[src/rtl/div_seq_unit_pkg.sv]
// Shared types and constants for the sequential divider slice.
package div_seq_unit_pkg;

  typedef enum logic [1:0] {
    DIV_FREE    = 2'b00,
    DIV_BY_ZERO = 2'b01,
    DIV_ON      = 2'b10,
    DIV_END     = 2'b11
  } div_state_e;

  // Bit of the stall bus that holds the EX stage.
  localparam int unsigned STALL_EX = 3;

endpackage

[src/rtl/div_step.sv]
// One restoring-division step: shift in a dividend bit, trial-subtract, select.
module div_step #(
  parameter int DATA_W = 32
) (
  input  logic [DATA_W-1:0] rem,
  input  logic              bit_in,
  input  logic [DATA_W-1:0] divisor,
  output logic [DATA_W-1:0] rem_next,
  output logic              q_bit
);

  logic [DATA_W:0] shifted;
  logic [DATA_W:0] trial;

  always_comb begin
    shifted = {rem, bit_in};
    trial   = shifted - {1'b0, divisor};
    q_bit   = ~trial[DATA_W];
    // On restore the shifted value is below the divisor, so it fits DATA_W bits.
    rem_next = q_bit ? trial[DATA_W-1:0] : shifted[DATA_W-1:0];
  end

endmodule

[src/rtl/div_seq_unit.sv]
// Multi-cycle signed/unsigned restoring divider for EX; result is {remainder, quotient}.
module div_seq_unit
  import div_seq_unit_pkg::*;
#(
  parameter int DATA_W  = 32,
  parameter int STALL_W = 6
) (
  input  logic                  clk,
  input  logic                  rst,
  input  logic [STALL_W-1:0]    stall,
  input  logic                  start,
  input  logic                  signed_div,
  input  logic [DATA_W-1:0]     opdata1,
  input  logic [DATA_W-1:0]     opdata2,
  input  logic                  annul,
  output logic [2*DATA_W-1:0]   result,
  output logic                  ready,
  output logic                  stallreq_for_ex
);

  localparam int CNT_W = $clog2(DATA_W);

  div_state_e        state;
  logic [CNT_W-1:0]  cnt;
  logic [DATA_W-1:0] dvd;
  logic [DATA_W-1:0] dsr;
  logic [DATA_W-1:0] rem;
  logic              sign_q;
  logic              sign_r;

  logic [DATA_W-1:0] op1_abs;
  logic [DATA_W-1:0] op2_abs;
  logic [DATA_W-1:0] rem_next;
  logic [DATA_W-1:0] quo_next;
  logic              q_bit;

  logic unused_stall;
  assign unused_stall = ^{stall[STALL_W-1:STALL_EX+1], stall[STALL_EX-1:0]};

  always_comb begin
    op1_abs  = (signed_div && opdata1[DATA_W-1]) ? -opdata1 : opdata1;
    op2_abs  = (signed_div && opdata2[DATA_W-1]) ? -opdata2 : opdata2;
    quo_next = {dvd[DATA_W-2:0], q_bit};
  end

  div_step #(.DATA_W(DATA_W)) u_step (
    .rem      (rem),
    .bit_in   (dvd[DATA_W-1]),
    .divisor  (dsr),
    .rem_next (rem_next),
    .q_bit    (q_bit)
  );

  assign stallreq_for_ex = start & ~annul & (state != DIV_END);

  always_ff @(posedge clk) begin
    if (rst) begin
      state  <= DIV_FREE;
      cnt    <= '0;
      dvd    <= '0;
      dsr    <= '0;
      rem    <= '0;
      sign_q <= 1'b0;
      sign_r <= 1'b0;
      result <= '0;
      ready  <= 1'b0;
    end else begin
      case (state)
        DIV_FREE: begin
          ready <= 1'b0;
          if (start && !annul) begin
            if (opdata2 == '0) begin
              state <= DIV_BY_ZERO;
            end else begin
              state  <= DIV_ON;
              dvd    <= op1_abs;
              dsr    <= op2_abs;
              rem    <= '0;
              cnt    <= '0;
              sign_q <= signed_div & (opdata1[DATA_W-1] ^ opdata2[DATA_W-1]);
              sign_r <= signed_div & opdata1[DATA_W-1];
            end
          end
        end
        DIV_BY_ZERO: begin
          if (annul) begin
            state <= DIV_FREE;
          end else begin
            // Operands are still held by the pipeline here, so the raw dividend is valid.
            result <= {opdata1, {DATA_W{1'b1}}};
            ready  <= 1'b1;
            state  <= DIV_END;
          end
        end
        DIV_ON: begin
          if (annul) begin
            state <= DIV_FREE;
          end else begin
            rem <= rem_next;
            dvd <= quo_next;
            cnt <= cnt + 1'b1;
            if (cnt == CNT_W'(DATA_W - 1)) begin
              result <= {sign_r ? -rem_next : rem_next, sign_q ? -quo_next : quo_next};
              ready  <= 1'b1;
              state  <= DIV_END;
            end
          end
        end
        DIV_END: begin
          if (annul || !stall[STALL_EX]) begin
            ready <= 1'b0;
            state <= DIV_FREE;
          end
        end
        default: state <= DIV_FREE;
      endcase
    end
  end

endmodule

[config.mk]
export PLATFORM = sky130hd
export DESIGN_NAME = div_seq_unit
export DESIGN_NICKNAME = d
export VERILOG_FILES = /design/src/rtl/div_seq_unit_pkg.sv /design/src/rtl/div_step.sv /design/src/rtl/div_seq_unit.sv
export SDC_FILE = /design/constraint.sdc
export NUM_CORES = 1
export LEC_CHECK = 0
export BUFFER_PORTS_ARGS = -buffer_cell sky130_fd_sc_hd__buf_2
export CAP_MARGIN = 0
export CELL_PAD_IN_SITES_DETAIL_PLACEMENT = 2
export CELL_PAD_IN_SITES_GLOBAL_PLACEMENT = 2
export CORE_MARGIN = 2
export CORE_UTILIZATION = 37
export DETAILED_ROUTE_END_ITERATION = 8
export GPL_ROUTABILITY_DRIVEN = 0
export GPL_TIMING_DRIVEN = 0
export HOLD_SLACK_MARGIN = 0.08
export PLACE_DENSITY = 0.9
export RECOVER_POWER = 100
export SLEW_MARGIN = 20
export SYNTH_ARGS = -nofsm -noshare
export SYNTH_HDL_FRONTEND = slang
export SYNTH_SLANG_ARGS = --single-unit
[constraint.sdc]
create_clock -name clk -period 16.87 [get_ports clk]
set_input_delay 0.8435 -clock clk [delete_from_list [all_inputs] [get_ports clk]]
set_output_delay 0.8435 -clock clk [all_outputs]
set_load 0.005 [all_outputs]
-- Word level (Yosys, flattened, before mapping)
Index checks and enable logic that the tools add are counted.
- muxes and demuxes: 33
- add/sub/neg operators: 6
- bitwise logic cells: 8
- eq/ne operators: 12
- reductions and logical operators: 15
- operators with widths (operator ; count):
    $mux 32 ; 11
    $mux 64 ; 3
    $neg 32->32 ; 4
    $pmux 32 s2 ; 2
    $pmux 64 s2 ; 1
    $sub 33x32->33 ; 1
    $logic_not 32->1 ; 1
    $mux 5 ; 3
    $ne 2x2->1 const B ; 7
    $mux 2 ; 6
    $reduce_and 4->1 ; 3
    $pmux 5 s2 ; 1
    $pmux 2 s4 ; 1
    $reduce_and 3->1 ; 2
    $add 5x1->5 const B ; 1
    $eq 5x5->1 const B ; 1
    $and 1x1->1 ; 4
    $eq 2x2->1 const B ; 2
    $mux 1 ; 4
    $pmux 1 s4 ; 1
    $reduce_bool 2->1 ; 2
    $logic_and 1x1->1 ; 3
    $ne 3x3->1 const B ; 1
    $not 1->1 ; 3
    other kinds (5) ; 6
- output and inout port bits: 66
- input port bits: 75
- register bits after elaboration: 170

-- Depth between registers and ports, before layout
Gate-level depths: netlist of run 1.
- depth in word-level cells: 7
- gate-level depth with buffers: 26

-- Hierarchy
Synthesis of run 1 repeated with hierarchy kept, for this count alone.
- cell total of the unflattened synthesis: 1523
- area, all modules: 11927.7 µm²
- modules (own cells, without submodules) (module ; cells each ; area an instance (µm²) ; times used):
    div_seq_unit ; 1218 ; 9569.2 ; 1
    div_step ; 305 ; 2358.5 ; 1

-- Worst setup path after synthesis of run 1
Ideal clock, no wire load.
- path kind: reg2reg
- from: reg rem[8]
- to: reg result[56]
- data arrival time: 5.696 ns
- clock period less this slack: 5.826 ns
- stages on the path, launching flop included: 25
- data required time: 16.740 ns
- setup slack: 11.044 ns
- path through: dfxtp_1 ha_1 buf_6 nand2_4 or3_4 a2111o_1 a2111oi_4 o21a_1 nor2_4 inv_2 buf_6 buf_2 buf_1 nor2_1 a21oi_1 ha_1 inv_1 or4_1 or3_1 or3_1 o22ai_1 nand2_1 o41ai_1 xor2_1 o22ai_1
- longest elaborated chain between the ends: 7
- RTL lines (item ; line ; source):
    start: declaration ; div_seq_unit.sv:27 ; logic [DATA_W-1:0] rem;
    start signal: assignment ; div_seq_unit.sv:99 ; rem <= rem_next;
    $sub 33x32->33 ; div_step.sv:17 ; trial = shifted - {1'b0, divisor};
    $mux 32 * ; div_step.sv:20 ; rem_next = q_bit ? trial[DATA_W-1:0] : shifted[DATA_W-1:0];
    $neg 32->32 ; div_seq_unit.sv:103 ; result <= {sign_r ? -rem_next : rem_next, sign_q ? -quo_next : quo_next};
    $mux 32 * ; div_seq_unit.sv:103 ;
    $mux 64 * ; div_seq_unit.sv:102 ; if (cnt == CNT_W'(DATA_W - 1)) begin
    $mux 64 * ; div_seq_unit.sv:96 ; if (annul) begin
    $pmux 64 s2 * ; div_seq_unit.sv:68 ; case (state)
    end signal: assignment ; div_seq_unit.sv:90 ; result <= {opdata1, {DATA_W{1'b1}}};
    end signal: assignment ; div_seq_unit.sv:103 ;
    end: declaration ; div_seq_unit.sv:16 ; output logic [2*DATA_W-1:0] result,
Mark *: on every way between the ends. The rest lies on a longest branch, timed or not. The select of a mux whose other input is x is not followed.
A chain may end at the register's enable or synchronous reset.

-- Worst setup path after layout of run 1
- from: reg dvd[31]
- to: reg result[56]
- longest elaborated chain between the ends: 7
- RTL lines (item ; line ; source):
    start: declaration ; div_seq_unit.sv:25 ; logic [DATA_W-1:0] dvd;
    start signal: assignment ; div_seq_unit.sv:76 ; dvd <= op1_abs;
    start signal: assignment ; div_seq_unit.sv:100 ; dvd <= quo_next;
    $sub 33x32->33 ; div_step.sv:17 ;
    $mux 32 * ; div_step.sv:20 ;
    $neg 32->32 ; div_seq_unit.sv:103 ;
    $mux 32 * ; div_seq_unit.sv:103 ;
    $mux 64 * ; div_seq_unit.sv:102 ;
    $mux 64 * ; div_seq_unit.sv:96 ;
    $pmux 64 s2 * ; div_seq_unit.sv:68 ;
Marks and branches as above.

==> impl_metrics.csv, run 1 <==
group,metric,value,unit
run_status,status,"finished clean",
route,drt_iter0_markers,1414,
cts,cts_tree,"done",
cells_and_area,post-route-util,42.8,%
sta,skew,0.0202,ns
setup_path,critPathLaunchType,"flip-flop",
sta,post-route-period-util,56.8,%
route,route.detailed.wl_per_inst,28.1,um
sta,rsz0062_at_grt,"false",
yosys,yosysWarnings,0,
route,routed_wl,64100,um
sta,fin_tns_setup,0,ns
cells_and_area,fin_cells,2280,
grt,antenna_found_initial,3,
yosys,syn-num-nets,1789,
cts,clock-sinks,170,
place,numPortBuffers,134,
yosys,synth_ff_type,"dfxtp_1",
sta,maxSlewViolCount,0,
floorplanning,initial_core_util,37.5,%
cts,holdBufCountCts,0,
run,drv_cap,0,
sta,period_minus_slack,9.58,ns
yosys,synth.cell_area,12200,sq um
route,via_per_inst,6.38,
sta,relSlewSlack,28.8,%
cells_and_area,area_growth,14.2,%
yosys,syn-mean-instance-area,7.27,sq um
floorplanning,die_w,185,um
sta,max_freq,104,MHz
cts,clkSlewWorstSetupHoldPaths,0.08,ns
floorplanning,core.rowCount,66,
yosys,synthArstFlopShare,0,%
floorplanning,coreArea,32500,sq um
route,dr.pass1.iters,5,
yosys,yosysSeqAreaShare,28.0,%
sta,setup_slack,7.29,ns
pwr,p_per_area,145,nW/um^2
setup_path,end_kind,"flip-flop",
grt,grt_max_degree,17,
pwr,power.leakage,5.30,nW
worst_hold_path,hold_class,"flip-flop to flip-flop",
grt,grt-ovfl-total,0,
setup_path,critPathKind,"flip-flop to flip-flop",
cts,ctsLongestPathBuffers,2,
cts,clk_latency,0.49,ns
sta,hold_viol,0,
setup_path,cp_max_fo,10,
cts,htree_num_levels,4,
grt,grt_pass1_wl,95800,um
cts,cts_resized,0,
cts,cts-root-buf,"clkbuf_16",
cts,cts_buffers,17,
cells_and_area,drive_above_1_share,7.62,%
pwr,irDropWorstVdd,0.0000830,V
floorplanning,die_h,185,um
yosys,netlist-cell-type-count,79,
grt,grt_pass1_vias,15495,
setup_path,cp.required,17.21,ns
yosys,synth-edff-count,0,
route,num_vias,14550,
cells_and_area,fin_nets,1942,
yosys,synth.ff_latch_count,170,
yosys,synthCells,1671,
setup_path,cp.arrival,9.92,ns
place,pre_cts_ws,9.40,ns
sta,tightest_slew,1.07,ns
sta,setup_violations,0,
cts,cts_setup_buffers,0,
route,ant_nets,0,
grt,grt_usage,37.2,%
place,dp_hpwl,46700,um
route,drcViolationCount,0,
floorplanning,ios,141,
floorplanning,die_area,34300,sq um
place,dp_cells,2247,
[worst max-delay path: stages, from the launching register on]
cell and delay (ns):
dfxtp_1 0.42, inv_1 0.12, ha_1 0.21, inv_1 0.08, fa_1 0.26, a211oi_1 0.16
o21a_1 0.34, a2111o_1 0.54, a2111oi_0 0.95, nor3_1 0.20, nor2_1 0.58, clkbuf_1 0.59
clkbuf_1 0.68, clkbuf_1 0.70, mux2i_1 0.48, ha_1 0.28, inv_1 0.11, or4_1 0.56
or3_1 0.42, or3_1 0.34, o22ai_1 0.24, nand2_1 0.27, o41ai_1 0.60, xor2_1 0.20
o22ai_1 0.08
[cell usage in the layout (no fill, tap or decap), types with 17 or more instances in the layout]
master	synthesis	final
nand2_1	230	230
a21oi_1	172	172
dfxtp_1	170	170
nor2_1	153	154
clkbuf_1	85	153
o21ai_0	138	140
buf_2	14	86
xor2_1	74	74
xnor2_1	65	65
a211oi_1	56	56
inv_1	51	52
nand3_1	50	50
nor3_1	42	43
ha_1	42	42
or3_1	26	26
mux2i_1	23	23
nor4_1	22	22
o41ai_1	20	20
o31ai_1	18	19
clkbuf_16	0	17
[sequential cells by signal, indices dropped and copies added (netlist names)]
register	cells
sign_r	1
sign_q	1
rem	32
dvd	32
ready	1
result	64
dsr	32
cnt	5
state	2
[kinds of logic (layout without fill, tap and decap cells)]
| group | Yosys count | in the layout | synth area share [%] |
|---|---|---|---|
| AND/OR/NAND/NOR | 607 | 607 | 23.1 |
| AO/OA/AOI/OAI | 511 | 511 | 26.1 |
| flip-flops | 170 | 170 | 28.0 |
| buffers and inverters | 169 | 335 | 5.58 |
| XOR/XNOR | 139 | 139 | 10.0 |
| adder cells (fa/ha/maj) | 43 | 43 | 4.49 |
| multiplexers | 32 | 32 | 2.73 |
| other | 0 | 1 | 0 |
[final timing paths]
path / startpoint / endpoint / slack (ns) / depth (start not counted)
max: dvd[31]$_SDFFE_PP0P_ / result[56]$_SDFFE_PP0P_ / 7.29 / 24
min: cnt[4]$_SDFFE_PP0P_ / cnt[4]$_SDFFE_PP0P_ / 0.46 / 2
max reg2reg: dvd[31]$_SDFFE_PP0P_ / result[56]$_SDFFE_PP0P_ / 7.29 / 24
min reg2reg: cnt[4]$_SDFFE_PP0P_ / cnt[4]$_SDFFE_PP0P_ / 0.46 / 2
[metrics by stage]
step	hold WS, ns	instance area, sq um	power, W
after floorplan	0.432	12200	0.00113
after global placement	0.443	13400	0.00145
after detailed placement	0.453	13400	0.00151
after CTS	0.464	14000	0.00199
after global routing	0.494	13900	0.00210
final	0.464	13900	0.00202
[where the power goes]
group          internal [W]  total [W]  switching (W)  leakage, nW
Clock              0.000251   0.000451       0.000200        0.312
Combinational      0.000294    0.00104       0.000749         3.60
Sequential         0.000465   0.000521      0.0000568         1.38
[cell type report]
cell class,count,area (sq um)
Antenna cell,1,2.50
Buffer,115,448
Clock buffer,21,480
Clock inverter,11,154
Fill cell,3853,18600
Inverter,54,203
Multi-Input combinational cell,1332,8030
Sequential cell,170,3400
Tap cell,442,553
Timing Repair Buffer,134,606
[cells in the mapped netlist, types with 14 or more instances]
cell	instances	area, sq um
inv_1	51	191
nor2_1	153	574
or3_1	26	163
o31ai_1	18	135
nor4_1	22	138
buf_2	14	70.1
xor2_1	74	648
ha_1	42	526
nor3_1	42	210
a211oi_1	56	420
nand3_1	50	250
xnor2_1	65	569
nand2_1	230	863
a21oi_1	172	861
dfxtp_1	170	3400
o21ai_0	138	691
mux2i_1	23	230
clkbuf_1	85	319
o41ai_1	20	175
[layer usage]
layer / vias up / wire length [um] / track usage (%)
met1: 7254 / 25800 / 45.1
met5: - / 26 / 0
li1: 6280 / - / -
met2: 779 / 29200 / 59.6
met4: 4 / 3430 / 21.5
met3: 233 / 5700 / 9.63
Note: power is estimated with default switching activity, not from simulation.
==> inputs of run 2 (changes only) <==
ABC_AREA = 1   (was not set)
CORE_UTILIZATION = 29   (was 37)
PLACE_DENSITY = 0.81   (was 0.9)
clock period = 7.85 ns   (was 16.87 ns; I/O delays follow)
==> run 2 against run 1 <==
  * Area after synthesis grew 8.5%
  * Sequential power rose by 130%
  * Clock power grew 98%
  * Critical path depth increased by 6
  * Global-route usage shrank 8.6 points
  * Fmax increased by 50%
  * Power grew to 2.6 times the previous value
  * Critical path type unchanged
  * Critical endpoint is now result[28]$_SDFFE_PP0P_
==> impl_metrics.csv, run 2 <==
group,metric,value,unit
cts,cts-root-buf,"clkbuf_16",
run,drv_cap,0,
yosys,synth.cell_area,13200,sq um
floorplanning,die_w,217,um
grt,antenna_found_initial,0,
cells_and_area,fin_nets,2480,
cts,clock-sinks,170,
cts,htree_num_levels,4,
yosys,synth_xor_xnor_area_share,3.19,%
setup_path,cp_max_fo,10,
floorplanning,core.rowCount,78,
cells_and_area,area_growth,13.5,%
sta,post-route-period-util,81.6,%
cts,cts_buffers,17,
sta,hold_ws,0.218,ns
sta,relSlewSlack,23.7,%
pwr,power.leakage,7.11,nW
route,ant_nets,0,
sta,maxSlewViolCount,0,
yosys,yosysWarnings,0,
route,drt_iter0_markers,971,
yosys,netlist-cell-type-count,57,
grt,grt_pass1_wl,102000,um
setup_path,cp.arrival,6.72,ns
grt,grt_max_degree,17,
worst_hold_path,hold_class,"input port to flip-flop",
place,dp_cells,2943,
setup_path,cpMostUsedCell,"nand2_1",
setup_path,critical_path.max_stage_delay,0.67,ns
place,pre_cts_ws,2.27,ns
run_status,status,"finished clean",
yosys,syn-num-nets,2327,
place,numPortBuffers,134,
route,dr.pass1.iters,5,
yosys,synth-edff-count,0,
pwr,p_comb_share,59.2,%
cells_and_area,mostFrequentLayoutCell,"nand2_1",
sta,setup_slack,1.45,ns
setup_path,slowest_stage,"clkbuf_1",
yosys,synth-compound-area-share,20.1,%
yosys,synth_top_family_by_area,"simple AND/OR/NAND/NOR gates",
place,dp_hpwl,55700,um
yosys,syn-mean-instance-area,5.97,sq um
sta,fin_tns_setup,0,ns
cells_and_area,layout_common_cells,"658 x nand2_1, 302 x inv_1, 227 x a21oi_1",
floorplanning,coreArea,45100,sq um
cells_and_area,drive_above_1_share,7.83,%
pwr,p_per_area,345,nW/um^2
sta,tightest_slew,1.14,ns
cts,cts_resized,0,
yosys,synthSimpleGateAreaFrac,34.8,%
grt,grt_usage,28.6,%
yosys,synth-adder-area-share,4.14,%
cells_and_area,n_antenna_cell,0,
yosys,synth_ff_type,"dfxtp_1",
grt,grt_pass1_vias,16889,
cells_and_area,fin_cells,2975,
cells_and_area,largest_register_ffs,64,
cts,clk_latency,0.47,ns
sta,rsz0062_at_grt,"false",
yosys,yosysTopAreaCell,"dfxtp_1",
floorplanning,initial_core_util,29.2,%
route,route.detailed.wl_per_inst,22.6,um
setup_path,critPathKind,"flip-flop to flip-flop",
pwr,irDropWorstVdd,0.000172,V
yosys,synthArstFlopShare,0,%
sta,setup_violations,0,
setup_path,cp.required,8.17,ns
setup_path,crit_family,"simple AND/OR/NAND/NOR gates",
floorplanning,ios,141,
pwr,p_switching,0.00279,W
pwr,swShare,54.0,%
route,via_per_inst,5.31,
cts,ctsLongestPathBuffers,2,
yosys,yosysMostFrequentCell,"nand2_1",
yosys,synthCells,2209,
cts,clkSlewWorstSetupHoldPaths,0.07,ns
sta,max_freq,156,MHz
cells_and_area,post-route-util,33.2,%
setup_path,critPathLaunchType,"flip-flop",
route,routed_wl,67300,um
floorplanning,die_h,217,um
pwr,seqPwrFrac,23.5,%
floorplanning,die_area,47200,sq um
setup_path,end_kind,"flip-flop",
grt,grt-ovfl-total,0,
sta,period_minus_slack,6.40,ns
sta,skew,0.0106,ns
route,num_vias,15792,
yosys,synthMuxAreaShare,0,%
cts,cts_setup_buffers,0,
setup_path,worstPathBufferInverterCount,7,
cts,cts_tree,"done",
sta,hold_viol,0,
yosys,synth.ff_latch_count,170,
cells_and_area,top_register,"result",
cts,holdBufCountCts,0,
yosys,synth_top_area_share,25.8,%
pwr,internal_power,0.00237,W
cells_and_area,fill_cells,5806,
yosys,yosysSeqAreaShare,25.8,%
yosys,synth.top_cells.by_area,"dfxtp_1 26%, nand2_1 18%, a21oi_1 8.5%",
route,drcViolationCount,0,
pwr,power.share.clock,17.3,%
yosys,ys_top_cells_by_count,"647 x nand2_1, 300 x inv_1, 225 x a21oi_1",
[run 2: power groups by stage]
stage	Sequential (W)	Clock (W)	Combinational [W]
after floorplan	0.00118	0	0.00195
after global placement	0.00121	0	0.00294
after detailed placement	0.00123	0	0.00307
after CTS	0.00121	0.000904	0.00310
after global routing	0.00123	0.000938	0.00335
final	0.00121	0.000893	0.00305
[run 2: layout make-up]
cell class | instances | area (sq um) | area share (%)
Timing Repair Buffer | 134 | 624 | 4.17
Clock buffer | 19 | 443 | 2.96
Sequential cell | 170 | 3400 | 22.7
Inverter | 312 | 1170 | 7.83
Multi-Input combinational cell | 1638 | 8060 | 53.9
Buffer | 89 | 367 | 2.45
Tap cell | 600 | 751 | 5.02
Clock inverter | 13 | 143 | 0.953
[run 2: worst paths after layout]
path,to,from,cells past startpoint,slack (ns)
worst max-delay path,result[28]$_SDFFE_PP0P_,dsr[0]$_SDFFE_PP0P_,30,1.45
worst min-delay path,dsr[1]$_SDFFE_PP0P_,opdata2[1],3,0.22
worst max register to register,result[28]$_SDFFE_PP0P_,dsr[0]$_SDFFE_PP0P_,30,1.45
worst min register to register,ready$_SDFFE_PP0P_,ready$_SDFFE_PP0P_,2,0.46
[run 2: tightest hold or removal path, stage by stage]
cell,delay (ns)
buf_2,0.11
nand2_1,0.06
a31oi_1,0.07
[run 2: metal layers]
| layer | vias to the layer above | wire length (um) | global-route usage, % |
|---|---|---|---|
| met5 | - | 0 | 0 |
| met4 | 0 | 2740 | 11.9 |
| met3 | 119 | 2780 | 3.62 |
| met2 | 395 | 31600 | 48.9 |
| met1 | 7819 | 30200 | 36.2 |
| li1 | 7459 | - | - |
[run 2: cells by family after synthesis]
logic type	after synthesis
buffers and inverters	401
adders and majority gates	43
and+or+nand+nor	1067
xor gates and xnor gates	48
AOI/OAI and AO/OA	480
DFF	170
[run 2: stage by stage]
| step | area, sq um | total power [W] |
|---|---|---|
| after floorplan | 13200 | 0.00313 |
| after global placement | 14600 | 0.00416 |
| after detailed placement | 14600 | 0.00429 |
| after CTS | 15200 | 0.00521 |
| after global routing | 15000 | 0.00552 |
| final | 15000 | 0.00516 |
==> inputs of run 3 (changes only) <==
ABC_AREA = 0   (was 1)
CORE_UTILIZATION = 31   (was 29)
clock period = 5.7 ns   (was 7.85 ns; I/O delays follow)
==> run 3 against run 2 <==
  * Non-clock buffer count up 47
  * Design area shrank 2.9%
  * Fmax rose by 14%
  * Largest power group unchanged
==> impl_metrics.csv, run 3 (synthesized netlist as in run 1, its figures left out) <==
group,metric,value,unit
run_status,status,"finished clean",
grt,grt_pass1_wl,91500,um
floorplanning,ios,141,
pwr,p_per_area,414,nW/um^2
cts,holdBufCountCts,0,
cts,cts_buffers,17,
sta,setup_slack,0.0797,ns
sta,tightest_slew,1.08,ns
sta,fin_tns_setup,0,ns
pwr,internal_power,0.00307,W
route,dr.pass1.iters,5,
cells_and_area,layout_common_cells,"229 x nand2_1, 171 x a21oi_1, 165 x dfxtp_1",
route,route.detailed.wl_per_inst,25.6,um
setup_path,rr_startpoint,"rem[1]$_SDFFE_PP0P_",
grt,antenna_found_initial,0,
cells_and_area,n_antenna_cell,0,
setup_path,cp_max_fo,7,
route,drt_iter0_markers,974,
pwr,power.leakage,5.51,nW
cts,ctsLongestPathBuffers,2,
floorplanning,core.rowCount,72,
setup_path,path_cells,"ha_2 -> a211oi_4 -> o21a_2 -> a2111o_1 -> a2111oi_4 -> nor3_2 -> nor2_4 -> buf_8 -> buf_12 -> mux2i_4 -> ha_4 -> inv_2 -> or4_4 -> or3_4 -> or3_4 -> o22ai_4 -> nand2_4 -> o31ai_4 -> xnor2_2 -> a2111oi_2",
floorplanning,die_w,202,um
setup_path,critPathLaunchType,"flip-flop",
cells_and_area,area_growth,19.6,%
setup_path,cp.required,6.06,ns
floorplanning,coreArea,38600,sq um
setup_path,cp.arrival,5.98,ns
pwr,swShare,49.0,%
cts,clkSlewWorstSetupHoldPaths,0.08,ns
sta,hold_ws,0.0975,ns
setup_path,critPathKind,"flip-flop to flip-flop",
cts,cts_tree,"done",
cells_and_area,mostFrequentLayoutCell,"nand2_1",
cts,htree_num_levels,4,
setup_path,cpMostUsedCell,"or3_4",
grt,grt_max_degree,19,
cells_and_area,fin_nets,1963,
route,drcViolationCount,0,
route,via_per_inst,5.88,
cells_and_area,largest_register_ffs,64,
grt,grt_usage,29.2,%
route,ant_nets,0,
sta,post-route-period-util,98.6,%
grt,grt_pass1_vias,14949,
pwr,irDropWorstVdd,0.000178,V
floorplanning,die_h,202,um
sta,skew,0.0174,ns
cts,cts-root-buf,"clkbuf_16",
place,pre_cts_ws,-1.56,ns
sta,period_minus_slack,5.62,ns
sta,max_freq,178,MHz
pwr,power.share.clock,20.9,%
sta,relSlewSlack,27.7,%
route,num_vias,13976,
setup_path,end_kind,"flip-flop",
floorplanning,die_area,40800,sq um
worst_hold_path,hold_class,"input port to flip-flop",
place,dp_hpwl,46300,um
cts,clk_latency,0.47,ns
setup_path,cp-startpoint,"rem[1]$_SDFFE_PP0P_",
place,numPortBuffers,134,
pwr,seqPwrFrac,25.3,%
cts,clock-sinks,170,
cells_and_area,drive_above_1_share,12.9,%
worst_hold_path,min_from,"opdata2[0]",
sta,setup_violations,0,
run,drv_cap,0,
sta,hold_viol,0,
setup_path,slowest_stage,"a2111o_1",
grt,grt-ovfl-total,0,
floorplanning,initial_core_util,31.4,%
route,routed_wl,60700,um
cells_and_area,top_register,"result",
setup_path,critical_path.max_stage_delay,0.51,ns
cells_and_area,post-route-util,37.6,%
sta,maxSlewViolCount,0,
pwr,p_comb_share,53.8,%
pwr,p_switching,0.00295,W
run 3: changes by cell type in the layout (fill, tap and decap cells not counted), moves of 24 or more:
cell	change
a211oi_1	+49
a21oi_1	-56
a31oi_1	-24
buf_4	+30
inv_1	-255
nand2_1	-429
nand3_1	-72
or3_1	+24
xnor2_1	+46
xor2_1	+44
run 3: per-stage QoR:
stage          cell area (sq um)  cells  total power [W]
6_report                   14500   2376          0.00602
5_1_grt                    14500   2376          0.00633
4_1_cts                    14500   2371          0.00591
3_5_place_dp               13500   2323          0.00447
3_3_place_gp               13500   2323          0.00434
2_1_floorplan              12200   1671          0.00334
run 3: power groups by stage:
stage	sequential [W]	clock [W]	combinational (W)
CTS	0.00152	0.00126	0.00313
floorplan	0.00150	0	0.00183
global placement	0.00153	0	0.00281
global route	0.00155	0.00132	0.00347
detailed placement	0.00154	0	0.00293
finish	0.00152	0.00126	0.00324
run 3: critical path: cells and delay by family, from the launching register on:
| kind | cells | cell delay, ns |
|---|---|---|
| AND/OR/NAND/NOR | 6 | 1.59 |
| AO/OA/AOI/OAI | 7 | 2.18 |
| buffers and inverters | 3 | 0.29 |
| adder cells (fa/ha/maj) | 2 | 0.62 |
| XOR/XNOR | 1 | 0.12 |
| flip-flops | 1 | 0.41 |
| multiplexers | 1 | 0.28 |
run 3: layout make-up:
type | count | area [sq um]
Buffer | 102 | 442
Clock buffer | 19 | 443
Clock inverter | 13 | 158
Fill cell | 4572 | 24100
Inverter | 54 | 208
Multi-Input combinational cell | 1332 | 8350
Sequential cell | 170 | 3410
Tap cell | 518 | 648
Timing Repair Buffer | 168 | 876
run 3: routing by layer:
metal  global-route usage, %  wire length, um
met1                    36.2            25700
met2                    49.8            29100
met3                    5.10             3470
met4                    12.3             2400
met5                       0                0
run 3: final timing paths:
check | end | slack [ns] | cells after the start
hold / removal | dsr[0]$_SDFFE_PP0P_ | 0.1 | 3
hold reg to reg | dsr[22]$_SDFFE_PP0P_ | 0.46 | 2
setup reg to reg | result[58]$_SDFFE_PP0P_ | 0.08 | 20
setup / recovery | result[58]$_SDFFE_PP0P_ | 0.08 | 20
run 3: repair_timing:
item	in CTS	in global routing
buffers inserted	23	11
setup endpoints to repair	12	9
resized for setup	61	23
pin swaps	14	21
